===== src/rtl/button_conditioner.sv =====
// button_conditioner: conditions the five raw board push-buttons for the
// game plane.
//   - Each raw input passes through a 2-flop synchroniser into pixel_clk.
//   - It is then debounced into a stable level.
//   - A one-cycle press pulse is made on each debounced rise, and a
//     one-cycle release pulse on each debounced fall.
//
// Ports (bit order {C,U,D,R,L} = [4:0]):
//   pixel_clk     in   the only clock
//   rst           in   synchronous reset, active high
//   btn_raw[4:0]  in   raw asynchronous buttons, 1 = pressed
//   btn_level     out  debounced stable level (registered)
//   btn_press     out  one-cycle pulse per debounced 0->1 (plus auto-repeat)
//   btn_release   out  one-cycle pulse per debounced 1->0
//   any_activity  out  registered OR of all press/release pulses
//
// Build option: define BUTTON_CONDITIONER_AUTOREPEAT_EN to add auto-repeat
// press pulses on bits [3:0]. The C button (bit 4) never repeats.

// Per-button debounce FSM. The optional repeat counter is present only
// when REPEAT_EN is set.
module button_debounce #(
   parameter int DEBOUNCE_CYCLES = 360000,
   parameter int CNT_W           = 19,
   parameter int REPEAT_DELAY    = 18000000,
   parameter int REPEAT_PERIOD   = 3600000,
   parameter int REP_W           = 25,
   parameter bit REPEAT_EN       = 1'b0
) (
   input  logic pixel_clk,
   input  logic rst,
   input  logic sync_in,
   output logic level,
   output logic press,
   output logic rel
);

   typedef enum logic [1:0] {STABLE_LO, CHK_HI, STABLE_HI, CHK_LO} state_t;

   localparam logic [CNT_W-1:0] CNT_LAST = CNT_W'(DEBOUNCE_CYCLES - 1);
   localparam logic [CNT_W-1:0] CNT_ONE  = CNT_W'(1);

   state_t           state_q, state_d;
   logic [CNT_W-1:0] cnt_q, cnt_d;
   logic             level_q, level_d;
   logic             press_q, press_d;
   logic             rel_q, rel_d;
   logic             rep_fire;

   always_comb begin
      state_d = state_q;
      cnt_d   = cnt_q;
      case (state_q)
         STABLE_LO: begin
            if (sync_in) begin
               state_d = CHK_HI;
               cnt_d   = CNT_ONE;
            end else begin
               cnt_d = '0;
            end
         end
         CHK_HI: begin
            if (!sync_in) begin
               state_d = STABLE_LO;
               cnt_d   = '0;
            end else if (cnt_q == CNT_LAST) begin
               state_d = STABLE_HI;
               cnt_d   = '0;
            end else begin
               cnt_d = cnt_q + CNT_ONE;
            end
         end
         STABLE_HI: begin
            if (!sync_in) begin
               state_d = CHK_LO;
               cnt_d   = CNT_ONE;
            end else begin
               cnt_d = '0;
            end
         end
         CHK_LO: begin
            if (sync_in) begin
               state_d = STABLE_HI;
               cnt_d   = '0;
            end else if (cnt_q == CNT_LAST) begin
               state_d = STABLE_LO;
               cnt_d   = '0;
            end else begin
               cnt_d = cnt_q + CNT_ONE;
            end
         end
         default: begin
            state_d = STABLE_LO;
            cnt_d   = '0;
         end
      endcase
   end

   // Level is a registered decode of the current state, so level, press and
   // release all change on the same edge, one cycle after the state flips.
   always_comb begin
      level_d = (state_q == STABLE_HI) || (state_q == CHK_LO);
      press_d = (level_d & ~level_q) | rep_fire;
      rel_d   = ~level_d & level_q;
   end

   generate
      if (REPEAT_EN) begin : g_rep
         localparam logic [REP_W-1:0] REP_LAST   = REP_W'(REPEAT_DELAY - 1);
         localparam logic [REP_W-1:0] REP_RELOAD = REP_W'(REPEAT_DELAY - REPEAT_PERIOD);

         logic [REP_W-1:0] rep_q, rep_d;

         // Counting is gated by the visible level as well as the state. This
         // makes the first repeat land exactly REPEAT_DELAY cycles after the
         // rising-edge press pulse. Reloading to DELAY-PERIOD spaces later
         // repeats REPEAT_PERIOD apart without ever exceeding DELAY-1.
         always_comb begin
            rep_d    = '0;
            rep_fire = 1'b0;
            if ((state_q == STABLE_HI) && level_q) begin
               if (rep_q == REP_LAST) begin
                  rep_fire = 1'b1;
                  rep_d    = REP_RELOAD;
               end else begin
                  rep_d = rep_q + REP_W'(1);
               end
            end
         end

         always_ff @(posedge pixel_clk) begin
            if (rst) rep_q <= '0;
            else     rep_q <= rep_d;
         end
      end else begin : g_norep
         assign rep_fire = 1'b0;
      end
   endgenerate

   always_ff @(posedge pixel_clk) begin
      if (rst) begin
         state_q <= STABLE_LO;
         cnt_q   <= '0;
         level_q <= 1'b0;
         press_q <= 1'b0;
         rel_q   <= 1'b0;
      end else begin
         state_q <= state_d;
         cnt_q   <= cnt_d;
         level_q <= level_d;
         press_q <= press_d;
         rel_q   <= rel_d;
      end
   end

   assign level = level_q;
   assign press = press_q;
   assign rel   = rel_q;

endmodule

module button_conditioner #(
   parameter int DEBOUNCE_CYCLES = 360000,
   parameter int CNT_W           = 19,
   parameter int REPEAT_DELAY    = 18000000,
   parameter int REPEAT_PERIOD   = 3600000,
   parameter int REP_W           = 25
) (
   input  logic       pixel_clk,
   input  logic       rst,
   input  logic [4:0] btn_raw,
   output logic [4:0] btn_level,
   output logic [4:0] btn_press,
   output logic [4:0] btn_release,
   output logic       any_activity
);

   localparam int NUM_BTN = 5;
`ifdef BUTTON_CONDITIONER_AUTOREPEAT_EN
   localparam bit AR_EN = 1'b1;
`else
   localparam bit AR_EN = 1'b0;
`endif

   logic [NUM_BTN-1:0] sync1_q, sync1_d;
   logic [NUM_BTN-1:0] sync2_q, sync2_d;
   logic               any_q, any_d;
   logic [NUM_BTN-1:0] lvl, prs, rls;

   always_comb begin
      sync1_d = btn_raw;
      sync2_d = sync1_q;
      any_d   = |(prs | rls);
   end

   always_ff @(posedge pixel_clk) begin
      if (rst) begin
         sync1_q <= '0;
         sync2_q <= '0;
         any_q   <= 1'b0;
      end else begin
         sync1_q <= sync1_d;
         sync2_q <= sync2_d;
         any_q   <= any_d;
      end
   end

   generate
      for (genvar i = 0; i < NUM_BTN; i++) begin : g_btn
         // Bit 4 (C) drives regime changes, so it must stay one-per-press.
         button_debounce #(
            .DEBOUNCE_CYCLES (DEBOUNCE_CYCLES),
            .CNT_W           (CNT_W),
            .REPEAT_DELAY    (REPEAT_DELAY),
            .REPEAT_PERIOD   (REPEAT_PERIOD),
            .REP_W           (REP_W),
            .REPEAT_EN       (AR_EN && (i != 4))
         ) u_db (
            .pixel_clk (pixel_clk),
            .rst       (rst),
            .sync_in   (sync2_q[i]),
            .level     (lvl[i]),
            .press     (prs[i]),
            .rel       (rls[i])
         );
      end
   endgenerate

   assign btn_level    = lvl;
   assign btn_press    = prs;
   assign btn_release  = rls;
   assign any_activity = any_q;

endmodule


===== config.mk =====
export PLATFORM = sky130hd
export DESIGN_NAME = button_conditioner
export DESIGN_NICKNAME = d
export VERILOG_FILES = /design/src/rtl/button_conditioner.sv
export SDC_FILE = /design/constraint.sdc
export NUM_CORES = 1
export LEC_CHECK = 0
export BUFFER_PORTS_ARGS = -buffer_cell sky130_fd_sc_hd__buf_2
export CAP_MARGIN = 20
export CORE_ASPECT_RATIO = 0.8
export CORE_MARGIN = 4
export CORE_UTILIZATION = 43
export CTS_CLUSTER_DIAMETER = 120
export CTS_CLUSTER_SIZE = 20
export DETAILED_ROUTE_END_ITERATION = 8
export GPL_TIMING_DRIVEN = 0
export PLACE_DENSITY = 0.59
export SYNTH_ARGS = -nofsm -noshare
export SYNTH_HDL_FRONTEND = slang
export SYNTH_HIERARCHICAL = 1
export SYNTH_SLANG_ARGS = --single-unit

===== constraint.sdc =====
create_clock -name pixel_clk -period 2.5 [get_ports pixel_clk]
set_input_delay 0.25 -clock pixel_clk [delete_from_list [all_inputs] [get_ports pixel_clk]]
set_output_delay 0.25 -clock pixel_clk [all_outputs]
set_load 0.01 [all_outputs]

; Word-level counts from Yosys, hierarchy flattened
; Index checks and enable logic that the tools add are counted.
[classes]
addsub = 5
eq_ne = 40
n_mux = 65
n_bitwise = 21
n_reduce_logical = 16
[op_table]
columns = operator, n
row1 = one-hot mux 19 bit (4 select lines), 5
row2 = 2-to-1 mux 19 bit, 15
row3 = adder 19 x 1 -> 19 bit (second input constant), 5
row4 = equality test 19 bit (second input constant), 5
row5 = 2-to-1 mux 2 bit, 30
row6 = one-hot mux 2 bit (4 select lines), 5
row7 = != test 3 x 2 -> 1 bit (second input constant), 10
row8 = equality test 2 bit (second input constant), 10
row9 = != test 2 bit (second input constant), 10
row10 = AND reduction 4 bit, 5
row11 = bitwise AND 1 bit, 10
row12 = equality test 2 x 1 -> 1 bit (second input constant), 5
row13 = logical NOT 2 bit, 5
row14 = 2-to-1 mux 1 bit, 10
row15 = inverter 1 bit, 10
row16 = logical OR 1 bit, 5
row17 = OR 5 bit, 1
row18 = OR reduction 5 bit, 1
[totals]
ff_bits = 131
in_bits = 7
out_inout_bits = 16
wordCells = 175

; Logic depth before layout (Yosys ltp)
; Gate-level depths: netlist of the first run.
[logic_depth]
ltp_word = 4
depth_mapped = 7
depth_no_buf = 5

; By module
; Netlist of the first run, hierarchy kept.
[modules_own_cells]
columns = module, instances, cells_each, area_per_inst_um2, seq_area_each_um2
row1 = button_debounce at g_btn[0].u_db ..., 4, 114, 1073.5, 480.5
row2 = button_debounce at g_btn[4].u_db, 1, 113, 1056.0, 480.5
row3 = button_conditioner, 1, 26, 322.8, 220.2

; Worst setup path before layout of the first run
; OpenSTA, ideal clock, no wires.
[synth_path]
path_kind = reg2reg
startpoint = register g_btn[4].u_db.cnt_q[0]
endpoint = register (tool-made name)
setup_time_ns = 0.121
arrival_ns = 1.635
required_time_ns = 2.379
setup_slack_ns = 0.744
path_stages_with_launch = 7
n_path_buf = 1
synth_period_minus_slack_ns = 1.756
cell_sequence = dfxtp_1 ha_1 and4_2 buf_2 nand4_1 nor3_2 mux2_2
[synth_lines]
columns = item, line_no
row1 = "start, declared", 44  ; logic [CNT_W-1:0] cnt_q, cnt_d;
row2 = "start signal, assigned", 149  ; cnt_q <= cnt_d;

; Worst setup path in the final report of the first run
[layout_path]
startpoint = register g_btn[4].u_db.cnt_q[0]
endpoint = register g_btn[4].u_db.cnt_q[8]
[layout_between]
elab_chain_len = 4
word_cells_on_any_way = 6
classes_between = 1 x add/sub / 1 x eq/ne / 4 x mux
[layout_lines]
columns = item, line_no
row1 = adder 19 x 1 -> 19 bit or equality test 19 bit (tied branches), n/a
row2 = 2-to-1 mux 19 bit (*), "66, 85"
row3 = 2-to-1 mux 19 bit (on tied branches), "82, 63"
row4 = one-hot mux 19 bit (4 select lines) (*), 53  ; case (state_q)
; Mark *: on every way between the ends. The rest lies on a longest branch, timed or not.
; A chain may end at the register's enable or synchronous reset.

==> metrics.md, run 1 <==
| Metric | Value |
|---|---|
| Via count of the first global-routing pass | 4112 |
| Global routing usage summed across all routing layers | 0.162 |
| Number of clock buffers inserted by TritonCTS | 17 |
| Dpl hpwl | 7940 µm |
| Leak Pwr | 2.26 nW |
| Netlist cell types | 42 |
| Antenna violations before repair | 0 |
| Placeable core region | 0.0129 mm² |
| CP peak stage delay | 0.42 ns |
| Ratio of routed vias to standard cells | 5.24 |
| Number of levels in the clock H-tree | 4 |
| Routed wire length | 11500 µm |
| XOR/XNOR Fraction of Synth Area | 0.117 |
| Number of vias in the routed layout | 4312 |
| Worst Setup End Kind | flip-flop |
| Number of violations reported at the end of detailed-routing iteration 0 | 274 |
| Fraction of the mapped netlist area in adder cells | 0.0110 |
| Latest clock arrival within the worst-skew pair | 0.40 ns |
| Post-DR wirelength/cell | 14.0 µm |
| Final hold violations | 0 |
| Kind of path behind the tightest hold check | in2reg |
| Fraction of the mapped netlist area in compound gates | 0.0382 |
| R2R Path End | g_btn[4].u_db/cnt_q[8] |
| Clock transition at the registers of the reported paths | 0.06 ns |
| Fraction of registers with async set or reset after synthesis | 0 |
| Number of iterations in the first detailed-routing pass | 5 |
| Post-synthesis sequential area ratio | 0.462 |
| Proportion of netlist area held by the largest area contributor | 0.462 |
| Most used flip-flop cell after synthesis | sky130_fd_sc_hd__dfxtp_1 |
| Max Cap Violations | 0 |
| Initial core utilization | 0.441 |
| Number of I/O port buffers | 22 |
| Remaining max-slew budget at the tightest pin | 0.662 |
| Share of synthesized area spent on multiplexers | 0.0161 |
| Number of buffers inserted by post-CTS setup repair | 0 |
| Sinks on Clock Net | 131 |
| WHS Path Cells | 2 |
| Residual overflow from global routing | 0 |
| Commonest cells post-synth | sky130_fd_sc_hd__dfxtp_1 (131), sky130_fd_sc_hd__nor2_1 (92), sky130_fd_sc_hd__nand4_1 (48) |
| Number of placed I/O pins | 23 |
| Status | complete, no violations |
| Share of the cycle needed by the critical path after routing | 0.805 |
| Clock tree root driver cell | sky130_fd_sc_hd__clkbuf_16 |
| Clock Tree Buf Depth | 2 |
| Post-Route Skew | 0.00692 ns |
| Netlist area before placement | 0.00567 mm² |
| Largest net degree at the start of global routing | 28 |
| Crit path time final | 2.01 ns |
| Slew @ Worst Pin | 0.507 ns |
| Die Span X | 136 µm |
| Post-synth top area cell | sky130_fd_sc_hd__dfxtp_1 |
| Nature of the critical path startpoint | flip-flop |
| Max VDD drop | 694 µV |
| Per-instance average area after synthesis | 9.53 µm² |
| Peak clock frequency supported by timing | 497 MHz |
| Max Slew Vio Count | 0 |
| Unrepaired setup endpoints after global routing | false |
| Total power | 4.49 mW |
| CTS resizes | 0 |
| Synthesized flop and latch total | 131 |
| Final antenna diode count | 0 |
| Cells along the critical path | ha_1 > and4_2 > buf_2 > nand4_1 > o21bai_4 > buf_4 > nor2_1 |
| Areal power density over the cells | 684 mW/mm² |
| Post-route ant nets | 0 |
| TritonCTS clock tree | yes |
| First-pass GRT wire length | 19900 µm |
| Die footprint | 0.0151 mm² |
| Layout cell share with drive strength beyond 1 | 0.142 |
| Layout Nets | 648 |
| Accumulated negative setup slack | 0 ns |
| Data arrival time of the worst path | 2.30 ns |
| Synth Area in Simple Gates | 0.329 |
| Net count after synthesis | 607 |
| Gate Count Post-Synth | 595 |
| Total of endpoints with negative setup slack in the final report | 0 |
| Reg2reg setup slack | 0.49 ns |
| Path type of the worst setup path | reg2reg |
| Dominant combinational cell family by area after synthesis | simple AND/OR/NAND/NOR gates |
| Sink of the worst hold path | sync1_q[2] |
| GPL Wtd Cong | 0.774 |
| Source of the worst hold timing path | btn_raw[2] |
| Cell types with the largest area share after synthesis | sky130_fd_sc_hd__dfxtp_1 (46%), sky130_fd_sc_hd__xnor2_1 (6.2%), sky130_fd_sc_hd__nor2_1 (6.1%) |
| Post-route DRC | 0 |
| Height of the chip | 111 µm |
| Fillcell total | 1248 |
| Number of cell rows | 37 |
| Reg-to-reg critical path startpoint | g_btn[4].u_db/cnt_q[0] |
| Required time reported for the critical path endpoint | 2.79 ns |
| Crit-path slowest cell | sky130_fd_sc_hd__dfxtp_1 |
| Most numerous cell in the Yosys netlist | sky130_fd_sc_hd__dfxtp_1 |
| Number of enable flip-flop cells after synthesis | 0 |
| Worst-path maximum fanout | 10 |
| Depth of the worst register-to-register path | 7 |
| Layout overhead on the synthesized area | 15.7% |
| Post-CTS Hold Fix Bufs | 0 |
| YS warnings | 6 |
==> routing by layer <==
layer	part of all wire	global-route usage
met3	0.040	0.0472
met1	0.49	0.216
met2	0.46	0.251
met5	0	0
met4	0.011	0.0524
==> how the worst max path moves through the flow <==
stage	start	to	slack (ns)	cells after the start
after global placement	g_btn[4].u_db/cnt_q[0]	flip-flop	0.54	6
final	g_btn[4].u_db/cnt_q[0]	g_btn[4].u_db/cnt_q[8]	0.49	7
after CTS	g_btn[4].u_db/cnt_q[0]	g_btn[4].u_db/cnt_q[8]	0.49	7
after floorplan	g_btn[4].u_db/cnt_q[0]	flip-flop	0.74	6
after detailed placement	g_btn[4].u_db/cnt_q[0]	flip-flop	0.51	6
after global routing	g_btn[2].u_db/cnt_q[0]	g_btn[2].u_db/cnt_q[7]	0.35	6
==> layout by cell type (no fill, tap or decap), types with 13 or more instances in the layout <==
cell type and instances:
sky130_fd_sc_hd__nor2_1 92, sky130_fd_sc_hd__clkbuf_16 17, sky130_fd_sc_hd__dfxtp_1 131, sky130_fd_sc_hd__inv_1 14, sky130_fd_sc_hd__nand4_1 48, sky130_fd_sc_hd__and4_1 18
sky130_fd_sc_hd__nand2_1 20, sky130_fd_sc_hd__xnor2_1 40, sky130_fd_sc_hd__xor2_1 36, sky130_fd_sc_hd__buf_2 25, sky130_fd_sc_hd__nand3_1 22, sky130_fd_sc_hd__nor2b_1 13
==> power breakdown <==
group          total [mW]  switching (mW)  internal, mW
Clock                2.34           0.863          1.48
Sequential           2.11         0.00700          2.10
Combinational      0.0344          0.0179        0.0165
==> logic make-up (layout without fill, tap and decap cells) <==
group	after synthesis	count (layout)
AO/OA/AOI/OAI	31	31
flip-flops	131	131
adder cells (fa/ha/maj)	5	5
AND/OR/NAND/NOR	313	313
multiplexers	9	9
XOR/XNOR	76	76
buffers and inverters	30	83
==> per-stage QoR <==
step | instance area [µm²] | utilization | setup slack, ns | instances | hold slack [ns]
after floorplan | 5670 | - | 0.744 | 595 | 0.322
after CTS | 6560 | 0.510 | 0.494 | 823 | 0.0402
final | 6560 | 0.510 | 0.488 | 823 | 0.0594
after global placement | 6000 | 0.466 | 0.535 | 792 | 0.415
after detailed placement | 6000 | 0.466 | 0.506 | 792 | 0.419
after global routing | 6560 | 0.510 | 0.351 | 823 | 0.0574
==> final cells by class <==
class	instances	area, µm²	area share
plain buffers	16	97.6	0.0149
repair buffers	22	110	0.0168
multi-input cells	434	2900	0.442
clock inverters	10	110	0.0168
well taps	175	219	0.0334
flip-flops and latches	131	2620	0.400
clock buffers	21	450	0.0686
inverters	14	52.6	0.00801
==> flip-flops by register name (all words and copies together) (netlist names), named ones only <==
| signal | cells |
|---|---|
| g_btn.u_db/level | 5 |
| g_btn.u_db/press | 5 |
| g_btn.u_db/rel | 5 |
| any_activity | 1 |
| g_btn.u_db/cnt_q | 95 |
| g_btn.u_db/state_q | 5 |
| sync1_q | 5 |
| sync2_q | 5 |
==> worst max-delay path, delay by kind of cell (launching register included) <==
kind                     cells  cell delay (ns)
flip-flops                   1             0.42
buffers and inverters        2             0.40
AND/OR/NAND/NOR              3             0.51
AO/OA/AOI/OAI                1             0.31
adder cells (fa/ha/maj)      1             0.26
Power figures use the tool's default switching activity.
==> run 2: changes to the inputs <==
PLACE_DENSITY = 0.61   (was 0.59)
clock period = 1.65 ns   (was 2.5 ns; I/O delays follow)
==> run 2 against run 1 <==
Against the previous run: die area stayed put; global-route usage is 0.22 points higher; critical path depth is 3 lower; clock skew hardly changed; design area is 6.9% higher; clock power is 55% higher; setup slack worse by 0.45 ns; register-to-register slack worse by 0.45 ns; highest routed layer unchanged.
==> metrics.md, run 2 (synthesis results as in run 1) <==
| Metric | Value |
|---|---|
| Status | complete, no violations |
| Worst setup slack after layout | 0.0394 ns (-0.448 ns) |
| Worst setup path endpoint | g_btn[0].u_db/state_q[0] |
| Number of iterations in the first detailed-routing pass | 4 (-1) |
| Residual overflow from global routing | 0 (unchanged) |
| Number of cell rows | 37 (unchanged) |
| Largest net degree at the start of global routing | 28 (unchanged) |
| Share of the cycle needed by the critical path after routing | 0.976 (+0.171) |
| Placeable core region | 0.0129 mm² (unchanged) |
| Most used cells in the layout excluding fill and tap cells | sky130_fd_sc_hd__dfxtp_1 (112), sky130_fd_sc_hd__nor2_1 (92), sky130_fd_sc_hd__nand4_1 (48), sky130_fd_sc_hd__xnor2_1 (40), sky130_fd_sc_hd__xor2_1 (36) |
| Number of cells in the design after placement | 792 (unchanged) |
| Ratio of routed vias to standard cells | 5.19 (-0.93%) |
| Number of placed I/O pins | 23 (unchanged) |
| Max reg flops | 95 (unchanged) |
| Crit path time final | 1.61 ns (-0.402 ns) |
| Worst hold slack | 0.181 ns (+0.122 ns) |
| Clock tree root driver cell | sky130_fd_sc_hd__clkbuf_16 |
| Areal power density over the cells | 981 mW/mm² (+43%) |
| Required time reported for the critical path endpoint | 1.96 ns (-0.83 ns) |
| Layout overhead on the synthesized area | 23.6% |
| Reg2reg setup slack | 0.04 ns (-0.45 ns) |
| TritonCTS clock tree | yes |
| Initial core utilization | 0.441 (unchanged) |
| Path type of the worst setup path | reg2reg |
| Layout cell share with drive strength beyond 1 | 0.222 (+0.0804) |
| Kind of path behind the tightest hold check | in2reg |
| Unrepaired setup endpoints after global routing | true |
| Die Span X | 136 µm (unchanged) |
| Post-route DRC | 0 (unchanged) |
| Reg-to-reg critical path startpoint | g_btn[0].u_db/cnt_q[16] |
| Routed wire length | 12000 µm (+4.1%) |
| Depth of the worst register-to-register path | 4 (-3) |
| Post-DR wirelength/cell | 14.2 µm (+1.4%) |
| Max VDD drop | 635 µV (-8.5%) |
| Final hold violations | 0 (unchanged) |
| Die footprint | 0.0151 mm² (unchanged) |
| Max Slew Vio Count | 0 (unchanged) |
| Nature of the critical path startpoint | flip-flop |
| Via count of the first global-routing pass | 4176 (+1.6%) |
| Post-route ant nets | 0 (unchanged) |
| Final antenna diode count | 0 (unchanged) |
| Slew @ Worst Pin | 0.472 ns (-0.0349 ns) |
| Sinks on Clock Net | 131 (unchanged) |
| Number of clock buffers inserted by TritonCTS | 17 (unchanged) |
| Post-placement setup slack | -0.286 ns (-0.791 ns) |
| Total power | 6.88 mW (+53%) |
| Layout Nets | 669 (+3.2%) |
| Origin of the worst setup path | g_btn[0].u_db/cnt_q[16] |
| Total of endpoints with negative setup slack in the final report | 0 (unchanged) |
| Global routing usage summed across all routing layers | 0.164 (+0.00220) |
| Height of the chip | 111 µm (unchanged) |
| Worst Setup End Kind | flip-flop |
| GPL Wtd Cong | 0.797 (+3.0%) |
| Data arrival time of the worst path | 1.92 ns (-0.38 ns) |
| Number of violations reported at the end of detailed-routing iteration 0 | 263 (-4.0%) |
| R2R Path End | g_btn[0].u_db/state_q[0] |
| Antenna violations before repair | 0 (unchanged) |
| Latest clock arrival within the worst-skew pair | 0.42 ns (+0.02 ns) |
| Number of vias in the routed layout | 4386 (+1.7%) |
| Total non-filler cell area in the finished layout | 0.00701 mm² (+6.9%) |
| Post-Layout Cell Count | 845 (+2.7%) |
| Leak Pwr | 2.39 nW (+5.8%) |
| Number of levels in the clock H-tree | 4 (unchanged) |
| Peak clock frequency supported by timing | 621 MHz (+25%) |
| Worst-path maximum fanout | 4 (-6) |
| Placed cell area | 0.00603 mm² (+0.44%) |
| Max Cap Violations | 0 (unchanged) |
| Clock Tree Buf Depth | 2 (unchanged) |
| Most common library cell in the layout ignoring fill and taps | sky130_fd_sc_hd__dfxtp_1 |
| Most flops, register | g_btn.u_db/cnt_q |
| Clock transition at the registers of the reported paths | 0.06 ns (about the same) |
| Remaining max-slew budget at the tightest pin | 0.683 (+0.0209) |
| First-pass GRT wire length | 20100 µm (+1.0%) |
| Dpl hpwl | 7770 µm (-2.2%) |
| Post-Route Skew | 0.00708 ns (+0.000164 ns) |
| Number of I/O port buffers | 22 (unchanged) |
-- run 2: changes by cell type in the layout (fill, tap and decap cells not counted), sizes merged --
cell         change
clkbuf           -1
clkinvlp         +3
dlygate4sd3      +5
buf             +19
clkinv           -4
-- run 2: final cells by class --
| type | count | area [µm²] |
|---|---|---|
| inverter | 14 | 52.6 |
| tap | 175 | 219 |
| buffer | 11 | 87.6 |
| timing repair buffer | 48 | 318 |
| clock inverter | 9 | 105 |
| fill | 1181 | 5860 |
| clock buffer | 23 | 468 |
| sequential | 131 | 2650 |
| multi-input combinational | 434 | 3110 |
-- run 2: worst min path at each step --
| stage | start | cells past startpoint | slack [ns] | end |
|---|---|---|---|---|
| 6_report | rst | 2 | 0.18 | sync2_q[4] |
| 5_1_grt | rst | 2 | 0.21 | sync2_q[4] |
| 4_1_cts | rst | 2 | 0.18 | sync2_q[4] |
| 3_5_place_dp | btn_raw[4] | 2 | 0.38 | sync1_q[4] |
| 3_3_place_gp | btn_raw[0] | 2 | 0.38 | sync1_q[0] |
| 2_1_floorplan | rst | 1 | 0.24 | sync2_q[4] |
-- run 2: critical path, stage by stage (launching register included) --
cell	delay [ns]
sky130_fd_sc_hd__dfxtp_1	0.41
sky130_fd_sc_hd__nor4bb_4	0.35
sky130_fd_sc_hd__nand4_2	0.19
sky130_fd_sc_hd__or3_4	0.38
sky130_fd_sc_hd__and2_1	0.17
-- run 2: metrics by stage --
| step | utilization | TNS (ns) |
|---|---|---|
| detailed placement | 0.468 | -14.60 |
| floorplan | - | -0.0341 |
| global route | 0.545 | -0.180 |
| finish | 0.545 | 0 |
| CTS | 0.528 | 0 |
| global placement | 0.468 | -11.63 |
-- run 2: metal layers --
| metal | vias to the layer above | GRT usage | part of all wire |
|---|---|---|---|
| met3 | 19 | 0.0458 | 0.036 |
| met5 | - | 0 | 0 |
| met4 | 0 | 0.0651 | 0.018 |
| li1 | 2243 | - | - |
| met1 | 2061 | 0.209 | 0.47 |
| met2 | 63 | 0.262 | 0.48 |
-- run 2: what timing repair did --
item                                    4_1_cts  5_1_grt
gates cloned                                  0        0
buffers inserted                             12        9
pin swaps                                    10       12
endpoints found under the hold margin         5        0
hold buffers                                  5        0
endpoints found under the setup margin       92       68
resized for setup                            14       39
-- run 2: power by group --
group | internal (mW) | switching (mW) | total [mW]
registers | 3.18 | 0.0118 | 3.19
clock network | 2.29 | 1.33 | 3.62
logic | 0.0351 | 0.0304 | 0.0655
